<file path="src/rtl/blink_cmd_rx_if.sv">
// Host-facing serial link and blinker configuration bus for blink_cmd_rx.
// slave = the receiver itself, master = whatever drives uart_rx and consumes the config.
interface blink_cmd_rx_if;
    logic        uart_rx;
    logic        uart_tx;
    logic [31:0] on_ticks;
    logic [31:0] off_ticks;
    logic [7:0]  led_mask;
    logic        cfg_update;
    logic        err;

    modport master (
        output uart_rx,
        input  uart_tx, on_ticks, off_ticks, led_mask, cfg_update, err
    );

    modport slave (
        input  uart_rx,
        output uart_tx, on_ticks, off_ticks, led_mask, cfg_update, err
    );
endinterface

</file>
<file path="src/rtl/blink_cmd_rx.sv">
// UART 8N1 command receiver feeding the LED blinker configuration registers.
// Optional ACK/NAK echo transmitter is enabled by defining BLINK_CMD_ECHO_EN.
module blink_cmd_rx #(
    parameter int CLK_FREQ     = 25_000_000,
    parameter int BAUD         = 115200,
    parameter int TIMEOUT_BITS = 20,
    parameter int DEF_ON       = CLK_FREQ * 9 / 10,
    parameter int DEF_OFF      = CLK_FREQ * 2 / 10
) (
    input logic           clk,
    input logic           rst_n,
    blink_cmd_rx_if.slave bus
);
    localparam int CPB    = CLK_FREQ / BAUD;
    localparam int HALF   = CPB / 2;
    localparam int TO_LIM = TIMEOUT_BITS * CPB;
    localparam int BW     = $clog2(CPB + 1);
    localparam int TW     = $clog2(TO_LIM + 1);

    localparam logic [31:0] ON_RST   = 32'(DEF_ON);
    localparam logic [31:0] OFF_RST  = 32'(DEF_OFF);
    localparam logic [7:0]  MASK_RST = 8'h01;
    localparam logic [7:0]  HDR_BYTE = 8'hA5;

    typedef enum logic [2:0] {R_IDLE, R_START, R_DATA, R_STOP, R_BREAK} rx_state_t;
    typedef enum logic [1:0] {P_HDR, P_CMD, P_DATA, P_CHK} pkt_state_t;

    function automatic logic [31:0] min1(input logic [31:0] v);
        return (v == 32'd0) ? 32'd1 : v;
    endfunction

    // ---------------- input synchronizer ----------------
    logic [1:0] rx_sync;
    logic       rx_prev;
    logic       rx;

    always_ff @(posedge clk or negedge rst_n) begin
        if (!rst_n) begin
            rx_sync <= 2'b11;
            rx_prev <= 1'b1;
        end else begin
            rx_sync <= {rx_sync[0], bus.uart_rx};
            rx_prev <= rx_sync[1];
        end
    end

    assign rx = rx_sync[1];

    // ---------------- byte receiver ----------------
    rx_state_t       rx_st;
    logic [BW-1:0]   bit_cnt;
    logic [2:0]      bit_idx;
    logic [7:0]      rx_shift;
    logic            byte_stb;
    logic            frm_err;

    always_ff @(posedge clk or negedge rst_n) begin
        if (!rst_n) begin
            rx_st    <= R_IDLE;
            bit_cnt  <= '0;
            bit_idx  <= '0;
            rx_shift <= '0;
            byte_stb <= 1'b0;
            frm_err  <= 1'b0;
        end else begin
            byte_stb <= 1'b0;
            frm_err  <= 1'b0;
            case (rx_st)
                R_IDLE: begin
                    if (rx_prev && !rx) begin
                        rx_st   <= R_START;
                        bit_cnt <= '0;
                    end
                end
                R_START: begin
                    if (bit_cnt == BW'(HALF - 1)) begin
                        bit_cnt <= '0;
                        bit_idx <= '0;
                        rx_st   <= rx ? R_IDLE : R_DATA;
                    end else begin
                        bit_cnt <= bit_cnt + BW'(1);
                    end
                end
                R_DATA: begin
                    if (bit_cnt == BW'(CPB - 1)) begin
                        bit_cnt  <= '0;
                        rx_shift <= {rx, rx_shift[7:1]};
                        bit_idx  <= bit_idx + 3'd1;
                        if (bit_idx == 3'd7)
                            rx_st <= R_STOP;
                    end else begin
                        bit_cnt <= bit_cnt + BW'(1);
                    end
                end
                R_STOP: begin
                    if (bit_cnt == BW'(CPB - 1)) begin
                        bit_cnt <= '0;
                        if (rx) begin
                            byte_stb <= 1'b1;
                            rx_st    <= R_IDLE;
                        end else begin
                            frm_err <= 1'b1;
                            rx_st   <= R_BREAK;
                        end
                    end else begin
                        bit_cnt <= bit_cnt + BW'(1);
                    end
                end
                // line held low after a bad stop bit: wait for idle before hunting again
                R_BREAK: if (rx) rx_st <= R_IDLE;
                default: rx_st <= R_IDLE;
            endcase
        end
    end

    // ---------------- packet decoder and config registers ----------------
    pkt_state_t      pkt_st;
    logic [7:0]      cmd;
    logic [31:0]     data;
    logic [1:0]      dcnt;
    logic [7:0]      xsum;
    logic [TW-1:0]   gap;
    logic [31:0]     on_r, off_r;
    logic [7:0]      mask_r;
    logic            cfg_r, err_r;
    logic            ack_req, nak_req;

    always_ff @(posedge clk or negedge rst_n) begin
        if (!rst_n) begin
            pkt_st  <= P_HDR;
            cmd     <= '0;
            data    <= '0;
            dcnt    <= '0;
            xsum    <= '0;
            gap     <= '0;
            on_r    <= ON_RST;
            off_r   <= OFF_RST;
            mask_r  <= MASK_RST;
            cfg_r   <= 1'b0;
            err_r   <= 1'b0;
            ack_req <= 1'b0;
            nak_req <= 1'b0;
        end else begin
            cfg_r   <= 1'b0;
            err_r   <= frm_err;
            ack_req <= 1'b0;
            nak_req <= 1'b0;
            if (byte_stb) begin
                gap <= '0;
                case (pkt_st)
                    P_HDR: if (rx_shift == HDR_BYTE) pkt_st <= P_CMD;
                    P_CMD: begin
                        cmd    <= rx_shift;
                        xsum   <= rx_shift;
                        dcnt   <= '0;
                        pkt_st <= P_DATA;
                    end
                    P_DATA: begin
                        data <= {data[23:0], rx_shift};
                        xsum <= xsum ^ rx_shift;
                        dcnt <= dcnt + 2'd1;
                        if (dcnt == 2'd3)
                            pkt_st <= P_CHK;
                    end
                    P_CHK: begin
                        pkt_st <= P_HDR;
                        if (rx_shift != xsum) begin
                            err_r   <= 1'b1;
                            nak_req <= 1'b1;
                        end else begin
                            cfg_r   <= 1'b1;
                            ack_req <= 1'b1;
                            case (cmd)
                                8'h01: on_r   <= min1(data);
                                8'h02: off_r  <= min1(data);
                                8'h03: mask_r <= data[7:0];
                                8'h04: begin
                                    on_r   <= ON_RST;
                                    off_r  <= OFF_RST;
                                    mask_r <= MASK_RST;
                                end
                                default: begin
                                    cfg_r   <= 1'b0;
                                    ack_req <= 1'b0;
                                    err_r   <= 1'b1;
                                    nak_req <= 1'b1;
                                end
                            endcase
                        end
                    end
                    default: pkt_st <= P_HDR;
                endcase
            end else if (pkt_st != P_HDR) begin
                // inter-byte gap watchdog: a stalled host must not wedge the decoder
                if (gap == TW'(TO_LIM)) begin
                    pkt_st <= P_HDR;
                    gap    <= '0;
                end else begin
                    gap <= gap + TW'(1);
                end
            end
        end
    end

    assign bus.on_ticks   = on_r;
    assign bus.off_ticks  = off_r;
    assign bus.led_mask   = mask_r;
    assign bus.cfg_update = cfg_r;
    assign bus.err        = err_r;

    // ---------------- optional echo transmitter ----------------
`ifdef BLINK_CMD_ECHO_EN
    logic [8:0]    tx_shift;
    logic [3:0]    tx_bits;
    logic [BW-1:0] tx_cnt;
    logic          tx_busy;
    logic          tx_q;

    always_ff @(posedge clk or negedge rst_n) begin
        if (!rst_n) begin
            tx_shift <= '1;
            tx_bits  <= '0;
            tx_cnt   <= '0;
            tx_busy  <= 1'b0;
            tx_q     <= 1'b1;
        end else if (!tx_busy) begin
            if (ack_req || nak_req) begin
                tx_shift <= {1'b1, (ack_req ? 8'h06 : 8'h15)};
                tx_bits  <= '0;
                tx_cnt   <= '0;
                tx_busy  <= 1'b1;
                tx_q     <= 1'b0;
            end
        end else if (tx_cnt == BW'(CPB - 1)) begin
            tx_cnt <= '0;
            if (tx_bits == 4'd9) begin
                tx_busy <= 1'b0;
                tx_q    <= 1'b1;
            end else begin
                tx_q     <= tx_shift[0];
                tx_shift <= {1'b1, tx_shift[8:1]};
                tx_bits  <= tx_bits + 4'd1;
            end
        end else begin
            tx_cnt <= tx_cnt + BW'(1);
        end
    end

    assign bus.uart_tx = tx_q;
`else
    logic unused_req;
    assign unused_req  = ack_req ^ nak_req;
    assign bus.uart_tx = 1'b1;
`endif

endmodule
</file>
<file path="src/flat_wrapper.sv">
// flat-port wrapper written by rule: the top's interface ports become plain ports
module blink_cmd_rx_flat 
#(
    parameter int CLK_FREQ     = 25_000_000,
    parameter int BAUD         = 115200,
    parameter int TIMEOUT_BITS = 20,
    parameter int DEF_ON       = CLK_FREQ * 9 / 10,
    parameter int DEF_OFF      = CLK_FREQ * 2 / 10
)
  (clk, rst_n, bus_uart_rx, bus_uart_tx, bus_on_ticks, bus_off_ticks, bus_led_mask, bus_cfg_update, bus_err);
  blink_cmd_rx_if bus_i ();
  input logic clk;
  input logic rst_n;
  input wire logic [$bits(bus_i.uart_rx)-1:0] bus_uart_rx;
  output wire logic [$bits(bus_i.uart_tx)-1:0] bus_uart_tx;
  output wire logic [$bits(bus_i.on_ticks)-1:0] bus_on_ticks;
  output wire logic [$bits(bus_i.off_ticks)-1:0] bus_off_ticks;
  output wire logic [$bits(bus_i.led_mask)-1:0] bus_led_mask;
  output wire logic [$bits(bus_i.cfg_update)-1:0] bus_cfg_update;
  output wire logic [$bits(bus_i.err)-1:0] bus_err;
  assign bus_i.uart_rx = bus_uart_rx;
  assign bus_uart_tx = bus_i.uart_tx;
  assign bus_on_ticks = bus_i.on_ticks;
  assign bus_off_ticks = bus_i.off_ticks;
  assign bus_led_mask = bus_i.led_mask;
  assign bus_cfg_update = bus_i.cfg_update;
  assign bus_err = bus_i.err;
  blink_cmd_rx #(.CLK_FREQ(CLK_FREQ), .BAUD(BAUD), .TIMEOUT_BITS(TIMEOUT_BITS), .DEF_ON(DEF_ON), .DEF_OFF(DEF_OFF)) u_core (.clk(clk), .rst_n(rst_n), .bus(bus_i));
endmodule
</file>
<file path="config.mk">
export PLATFORM = sky130hd
export DESIGN_NAME = blink_cmd_rx_flat
export DESIGN_NICKNAME = d
export VERILOG_FILES = /design/src/rtl/blink_cmd_rx_if.sv /design/src/rtl/blink_cmd_rx.sv /design/src/flat_wrapper.sv
export SDC_FILE = /design/constraint.sdc
export NUM_CORES = 1
export LEC_CHECK = 0
export CAP_MARGIN = 20
export CORE_UTILIZATION = 40
export CTS_CLUSTER_DIAMETER = 120
export DETAILED_ROUTE_END_ITERATION = 10
export PLACE_DENSITY = 0.66
export SETUP_SLACK_MARGIN = 0.05
export SLEW_MARGIN = 20
export SYNTH_ARGS = -nofsm -noshare
export SYNTH_HDL_FRONTEND = slang
export SYNTH_SLANG_ARGS = --single-unit
</file>
<file path="constraint.sdc">
create_clock -name clk -period 2.1 [get_ports clk]
set_input_delay 0.63 -clock clk [delete_from_list [all_inputs] [get_ports clk]]
set_output_delay 0.63 -clock clk [all_outputs]
set_load 0.01 [all_outputs]
</file>
==> results of run 1 <==
==> what timing repair did <==
item,4_1_cts,5_1_grt
endpoints found under the setup margin,20,44
setup buffers,0,6
gates resized for setup,20,6
pin swaps,0,3
==> cells in the mapped netlist, drive strengths merged (3+ instances only) <==
master  instances  area, sq um
dfrtp         143         3578
mux2           81        912.1
nand2          54        202.7
inv            53        198.9
mux2i          38        380.4
nor2           29        111.4
a21oi          24        120.1
dfstp          23        604.3
o21ai          22        110.1
nand2b         21        131.4
nand3          17        100.1
buf            15        90.08
clkbuf         15        57.55
xnor2          13        113.9
ha             11        137.6
nor4            9        56.30
and2            6        37.54
nand4           6        37.54
nor3            6        52.55
a22o            4        35.03
nand3b          4        42.54
nor2b           4        25.02
xor2            4        35.03
a21o            3        22.52
a31oi           3        18.77
nand4b          3        26.28
nor3b           3        22.52
o22ai           3        18.77
or2             3        18.77
or4             3        26.27
==> cell type report <==
type	count	area share (%)
Sequential cell	166	45.17
Multi-Input combinational cell	393	32.09
Clock buffer	19	4.675
Tap cell	229	3.094
Inverter	53	2.148
Timing Repair Buffer	106	11.24
Clock inverter	13	1.581
==> through the flow <==
step	worst slack [ns]	utilization, %
4_1_cts	0.07807	50.70
5_1_grt	0.005357	51.03
3_3_place_gp	0.1357	47.64
6_report	0.07105	51.03
2_1_floorplan	0.1725	-
3_5_place_dp	0.08120	47.64
==> critical path: stages, from the launching register on <==
cell	delay [ns]
dfrtp_1	0.37
or4_4	0.56
nor3_4	0.29
nand3b_4	0.18
and2_1	0.24
mux2_2	0.27
==> metal layers <==
metal	track usage (%)	up-vias
met1	23.02	2520
met4	6.374	0
met2	28.60	93
li1	-	2398
met5	0	-
met3	3.349	20
==> cells by family (layout without fill, tap and decap cells) <==
logic type / Yosys count / in the layout / synth area share, %
xor+xnor: 17 / 17 / 1.988
compound gates: 71 / 71 / 5.764
simple gates: 174 / 174 / 12.63
buf+inv: 83 / 191 / 4.627
flops: 166 / 166 / 55.85
fa+ha+maj: 11 / 11 / 1.838
mux: 119 / 119 / 17.26
other cells: 1 / 1 / 0.05007
==> power groups by stage <==
stage | registers, mW | logic, mW | clock network, mW
2_1_floorplan | 3.30 | 0.0616 | 0
3_3_place_gp | 3.30 | 0.162 | 0
3_5_place_dp | 3.30 | 0.167 | 0
4_1_cts | 3.24 | 0.168 | 3.15
5_1_grt | 3.25 | 0.192 | 3.30
6_report | 3.24 | 0.161 | 3.08
==> state kept, by name, indices dropped and copies added, names as in the netlist <==
register,count
u_core.rx_sync,2
u_core.bus.led_mask,8
u_core.bus.cfg_update,1
u_core.frm_err,1
u_core.byte_stb,1
u_core.gap,13
u_core.dcnt,2
u_core.bit_cnt,8
u_core.bus.off_ticks,32
u_core.bus.err,1
u_core.cmd,8
u_core.rx_st,3
u_core.data,32
u_core.rx_prev,1
u_core.xsum,8
u_core.pkt_st,2
u_core.rx_shift,8
u_core.bus.on_ticks,32
u_core.bit_idx,3
==> path summary, 6_finish.rpt <==
path	cells past startpoint	slack, ns	startpoint	to
setup / recovery	5	0.07	u_core.cmd[5]	u_core.bus.on_ticks[1]
hold / removal	1	0.15	rst_n	u_core.bus.off_ticks[29]
setup reg to reg	5	0.07	u_core.cmd[5]	u_core.bus.on_ticks[1]
hold reg to reg	0	0.36	u_core.rx_sync[0]	u_core.rx_sync[1]
max in group asynchronous	2	1.30	rst_n	u_core.bus.led_mask[0]
min in group clk	0	0.36	u_core.rx_sync[0]	u_core.rx_sync[1]
==> qor.yml, run 1 <==
worst_clock_skew_ns: 0.009743
critPathMaxFanout: 7
synthToLayoutAreaGrowth_pct: 23.64
outcome: "finished with violations"
async_flop_share_pct: 100.0
hold-worst-slack_ns: 0.1546
period_share_pct: 96.62
cp-start-kind: "flop"
syn_inst: 642
overflow: 0
port_buffers: 76
finalHoldViolations: 0
drv_cap: 0
diodes: 0
avgSynthCellArea_sq_um: 11.67
cts.clk_slew.worst_paths_ns: 0.07
cts_hold_buf: 0
dr.max_layer_used: "met4"
vias: 5031
switching_share_pct: 22.22
seq_area_frac_synth_pct: 55.85
setup_tns_ns: 0
wl_per_cell_microns: 16.16
cts_inserted_buffers: 17
layout.nets: 751
cts_tree: "done"
start_util_pct: 41.27
synth_cell_types: 55
min_path_type: "in -> async"
clock_path_buffers: 2
fmax_mhz: 492.9
final_cells: 979
drive_gt1_share_pct: 23.33
synth_area_sq_um: 7490
mostFrequentLayoutCell: "dfrtp_1"
path_class: "reg -> reg"
worst_setup_path_end_kind: "flop"
place_congestion: 0.7923
switching_power_mw: 1.441
num_rows: 49
power.internal_mw: 5.043
violations: "design-rule violations"
cp_data_arrival_time_ns: 2.33
dp_cells: 941
cts_max_level: 4
drc: 11
vias_per_cell: 5.139
drtAntennaViolNets: 0
postLayoutCellArea_sq_um: 9260
pwr-share-clk_pct: 47.5
grt_start_max_net_pins: 50
worstPathRequired_ns: 2.40
ys_warn_count: 0
grt_pass1_wl_mm: 26.79
seq_area_sq_um: 4183
seqPwrFrac_pct: 50.0
die_area_sq_um: 19280
ys.flop_type: "dfrtp_1"
die_h_microns: 138.8
synthesis.nets: 656
placed_area_sq_um: 8646
worstMarginPinSlew_ns: 0.5017
grtUsageTotal_pct: 17.43
multi_input_area_sq_um: 2972
power_density_nw_per_um2: 700.2
grt_antenna_before_repair: 0
clock_latency_ns: 0.42
wl_met1_mm: 7.184
drt_iter0_drc: 340
min_period_ns: 2.029
setup-violations-final: 0
power_mw: 6.484
peakVddDrop_v: 0.0006185
wl_mm: 15.82
root_buffer: "clkbuf_16"
met3_wirelength_microns: 513
dr.pass1.iters: 7
slew_headroom_pct: 66.55
place_hpwl_mm: 11.20
drv_slew: 0
final_cell_mix: "143 x dfrtp_1, 76 x mux2_2, 55 x clkdlybuf4s50_1, 53 x inv_1, 53 x nand2_1"
synth-seq-cells: 166
clock-sinks: 166
pwr-share-comb_pct: 2.5
wl_met2_mm: 7.889
fill_cells: 1564
grt_setup_unrepaired: "yes"
synth_edf_count: 0
grt_pass1_vias: 5117
ioPinCount: 78
die_w_microns: 138.8
p_leak_nw: 4.523
core_sq_um: 18150
Note: power is estimated with default switching activity, not from simulation.
==> run 2: changes to the inputs <==
CORE_MARGIN = 2   (was not set)
==> run 2 against run 1 <==
The run now ends clean; first-iteration DRC count down 20%; clock power increased by 3%; wire length decreased by 0.56%; utilization is 1.1 points lower; hold slack lost 0.11 ns; total power rose by 1.2%; non-clock buffer count fell by 6; fmax rose by 1.8%; setup slack gained 0.036 ns; clock skew is essentially flat; register-to-register slack gained 0.05 ns; final area is 0.11% lower.
==> qor.yml, run 2 (synthesis gave the netlist of run 1 again) <==
worst_clock_skew_ns: 0.01023  # was 0.009743 ns
wl_per_cell_microns: 16.08  # was 16.16 microns
wl_mm: 15.73  # was 15.82 mm
cts_max_level: 4  # unchanged
grt_setup_unrepaired: "yes"  # unchanged
rr_endpoint: "u_core.bus.on_ticks[3]"  # was u_core.bus.on_ticks[1]
grt_start_max_net_pins: 58  # was 50
outcome: "completed"  # was finished with violations
clock_latency_ns: 0.43  # was 0.42 ns
port_buffers: 76  # unchanged
finalHoldViolations: 0  # unchanged
dr.pass1.iters: 4  # was 7
pwr-share-clk_pct: 48.1  # was 47.5%
fmax_mhz: 501.8  # was 492.9 MHz
path_class: "reg -> out"  # was reg -> reg
cp-start-kind: "flop"  # unchanged
die_area_sq_um: 19830  # was 19,280 sq um
diodes: 0  # unchanged
switching_power_mw: 1.480  # was 1.441 mW
worst-path-buf-inv: 1  # was 0
setup_tns_ns: 0  # unchanged
drv_cap: 0  # unchanged
path_cells: "clkdlybuf4s50_1"  # was or4_4 -> nor3_4 -> nand3b_4 -> and2_1 -> mux2_2
core_sq_um: 18520  # was 18,150 sq um
cts.clk_slew.worst_paths_ns: 0.07  # about the same
drtAntennaViolNets: 0  # unchanged
cp_data_arrival_time_ns: 1.36  # was 2.33 ns
r2r_slack_ns: 0.12  # was 0.07 ns
min_period_ns: 1.993  # was 2.029 ns
rr_startpoint: "u_core.cmd[5]"  # unchanged
root_buffer: "clkbuf_16"  # unchanged
die_h_microns: 140.8  # was 138.8 microns
ioPinCount: 78  # unchanged
grtUsageTotal_pct: 16.84  # was 17.43%
crit_path_top_delay_cell: "clkdlybuf4s50_1"  # was or4_4
layout.nets: 745  # was 751
slew_headroom_pct: 67.11  # was 66.55%
place_hpwl_mm: 11.11  # was 11.20 mm
drive_gt1_share_pct: 22.98  # was 23.33%
final_cell_mix: "143 x dfrtp_1, 76 x mux2_2, 55 x clkdlybuf4s50_1, 54 x nand2_1, 53 x inv_1"  # was 143 x dfrtp_1, 76 x mux2_2, 55 x clkdlybuf4s50_1, 53 x inv_1, 53 x nand2_1
drv_slew: 0  # unchanged
fill_cells: 1655  # was 1,564
worst_setup_path_end_kind: "output port"  # was flop
worstMarginPinSlew_ns: 0.4870  # was 0.5017 ns
path_delay_family: "buffers and inverters"  # was simple AND/OR/NAND/NOR gates
clock-sinks: 166  # unchanged
drc: 0  # was 11
pwr-share-comb_pct: 2.4  # was 2.5%
p_leak_nw: 4.511  # was 4.523 nW
overflow: 0  # unchanged
worstPathRequired_ns: 1.47  # was 2.40 ns
grt_pass1_vias: 5237  # was 5,117
start_util_pct: 40.45  # was 41.27%
seqPwrFrac_pct: 49.4  # was 50.0%
place_congestion: 0.8096  # was 0.7923
mostFrequentLayoutCell: "dfrtp_1"  # unchanged
switching_share_pct: 22.56  # was 22.22%
cts_inserted_buffers: 17  # unchanged
clock_path_buffers: 2  # unchanged
vias: 4980  # was 5,031
min_path_type: "in -> async"  # unchanged
power.internal_mw: 5.082  # was 5.043 mW
setup-violations-final: 0  # unchanged
grt_pass1_wl_mm: 26.64  # was 26.79 mm
power_density_nw_per_um2: 709.5  # was 700.2 nW/um^2
num_rows: 50  # was 49
period_share_pct: 94.89  # was 96.62%
grt_antenna_before_repair: 0  # unchanged
die_w_microns: 140.8  # was 138.8 microns
cts_tree: "done"  # unchanged
cts_hold_buf: 0  # unchanged
peakVddDrop_v: 0.0006103  # was 0.0006185 V
r2r_cells: 5  # unchanged
cpPeakStageDelay_ns: 0.55  # was 0.56 ns
drt_iter0_drc: 272  # was 340
vias_per_cell: 5.092  # was 5.139
synthToLayoutAreaGrowth_pct: 23.50  # was 23.64%
critPathMaxFanout: 2  # was 7
hold-worst-slack_ns: 0.04849  # was 0.1546 ns
[run 2: cell count changes in the layout (fill, tap and decap cells not counted), sizes merged]
cell	delta
clkinv	-1
buf	-6
inv	+2
clkbuf	-1
[run 2: cell type report]
type | instances | area (sq um) | area share [%]
timing repair buffer | 100 | 996.0 | 10.77
clock buffer | 18 | 439.2 | 4.748
multi-input combinational | 393 | 2980 | 32.22
inverter | 53 | 198.9 | 2.151
sequential | 166 | 4183 | 45.22
clock inverter | 14 | 160.2 | 1.731
tap | 234 | 292.8 | 3.165
[run 2: timing repair]
action,in CTS,in global routing
endpoints found under the setup margin,20,42
buffers inserted,0,4
pin swaps,0,2
gates resized for setup,20,5
[run 2: power by group through the flow]
stage	clock network (mW)	logic, mW	registers [mW]
after global placement	0	0.154	3.30
after global routing	3.38	0.186	3.25
after floorplan	0	0.0616	3.30
after CTS	3.24	0.165	3.24
final	3.16	0.159	3.24
after detailed placement	0	0.164	3.30
[run 2: per-stage QoR]
step                      cell area, sq um  worst slack, ns  cells  power, mW  util, %
final                                 9250           0.1073    978      6.563    49.95
after global routing                  9250          0.02541    978      6.807    49.95
after CTS                             9196          0.07926    974      6.645    49.66
after detailed placement              8622          0.09773    942      3.466    46.56
after global placement                8622           0.1560    942      3.452    46.56
after floorplan                       7490           0.1725    642      3.358        -
[run 2: metal layers]
| layer | track usage, % | vias to the layer above | share of wire [%] |
|---|---|---|---|
| li1 | - | 2381 | - |
| met1 | 21.73 | 2475 | 45 |
| met2 | 28.01 | 99 | 50 |
| met3 | 3.431 | 25 | 3.1 |
| met4 | 6.579 | 0 | 2.2 |
| met5 | 0 | - | 0 |
[run 2: worst max path at each step]
stage | startpoint | end | slack, ns | depth (start not counted)
after floorplan | u_core.cmd[5] | u_core.bus.led_mask[1] | 0.17 | 6
after global placement | u_core.xsum[6] | u_core.bus.led_mask[3] | 0.16 | 5
after detailed placement | u_core.xsum[6] | u_core.bus.on_ticks[3] | 0.1 | 6
after CTS | u_core.xsum[6] | u_core.bus.on_ticks[3] | 0.08 | 6
after global routing | u_core.cmd[4] | u_core.bus.off_ticks[3] | 0.03 | 5
final | u_core.bus.on_ticks[11] | bus_on_ticks[11] | 0.11 | 1
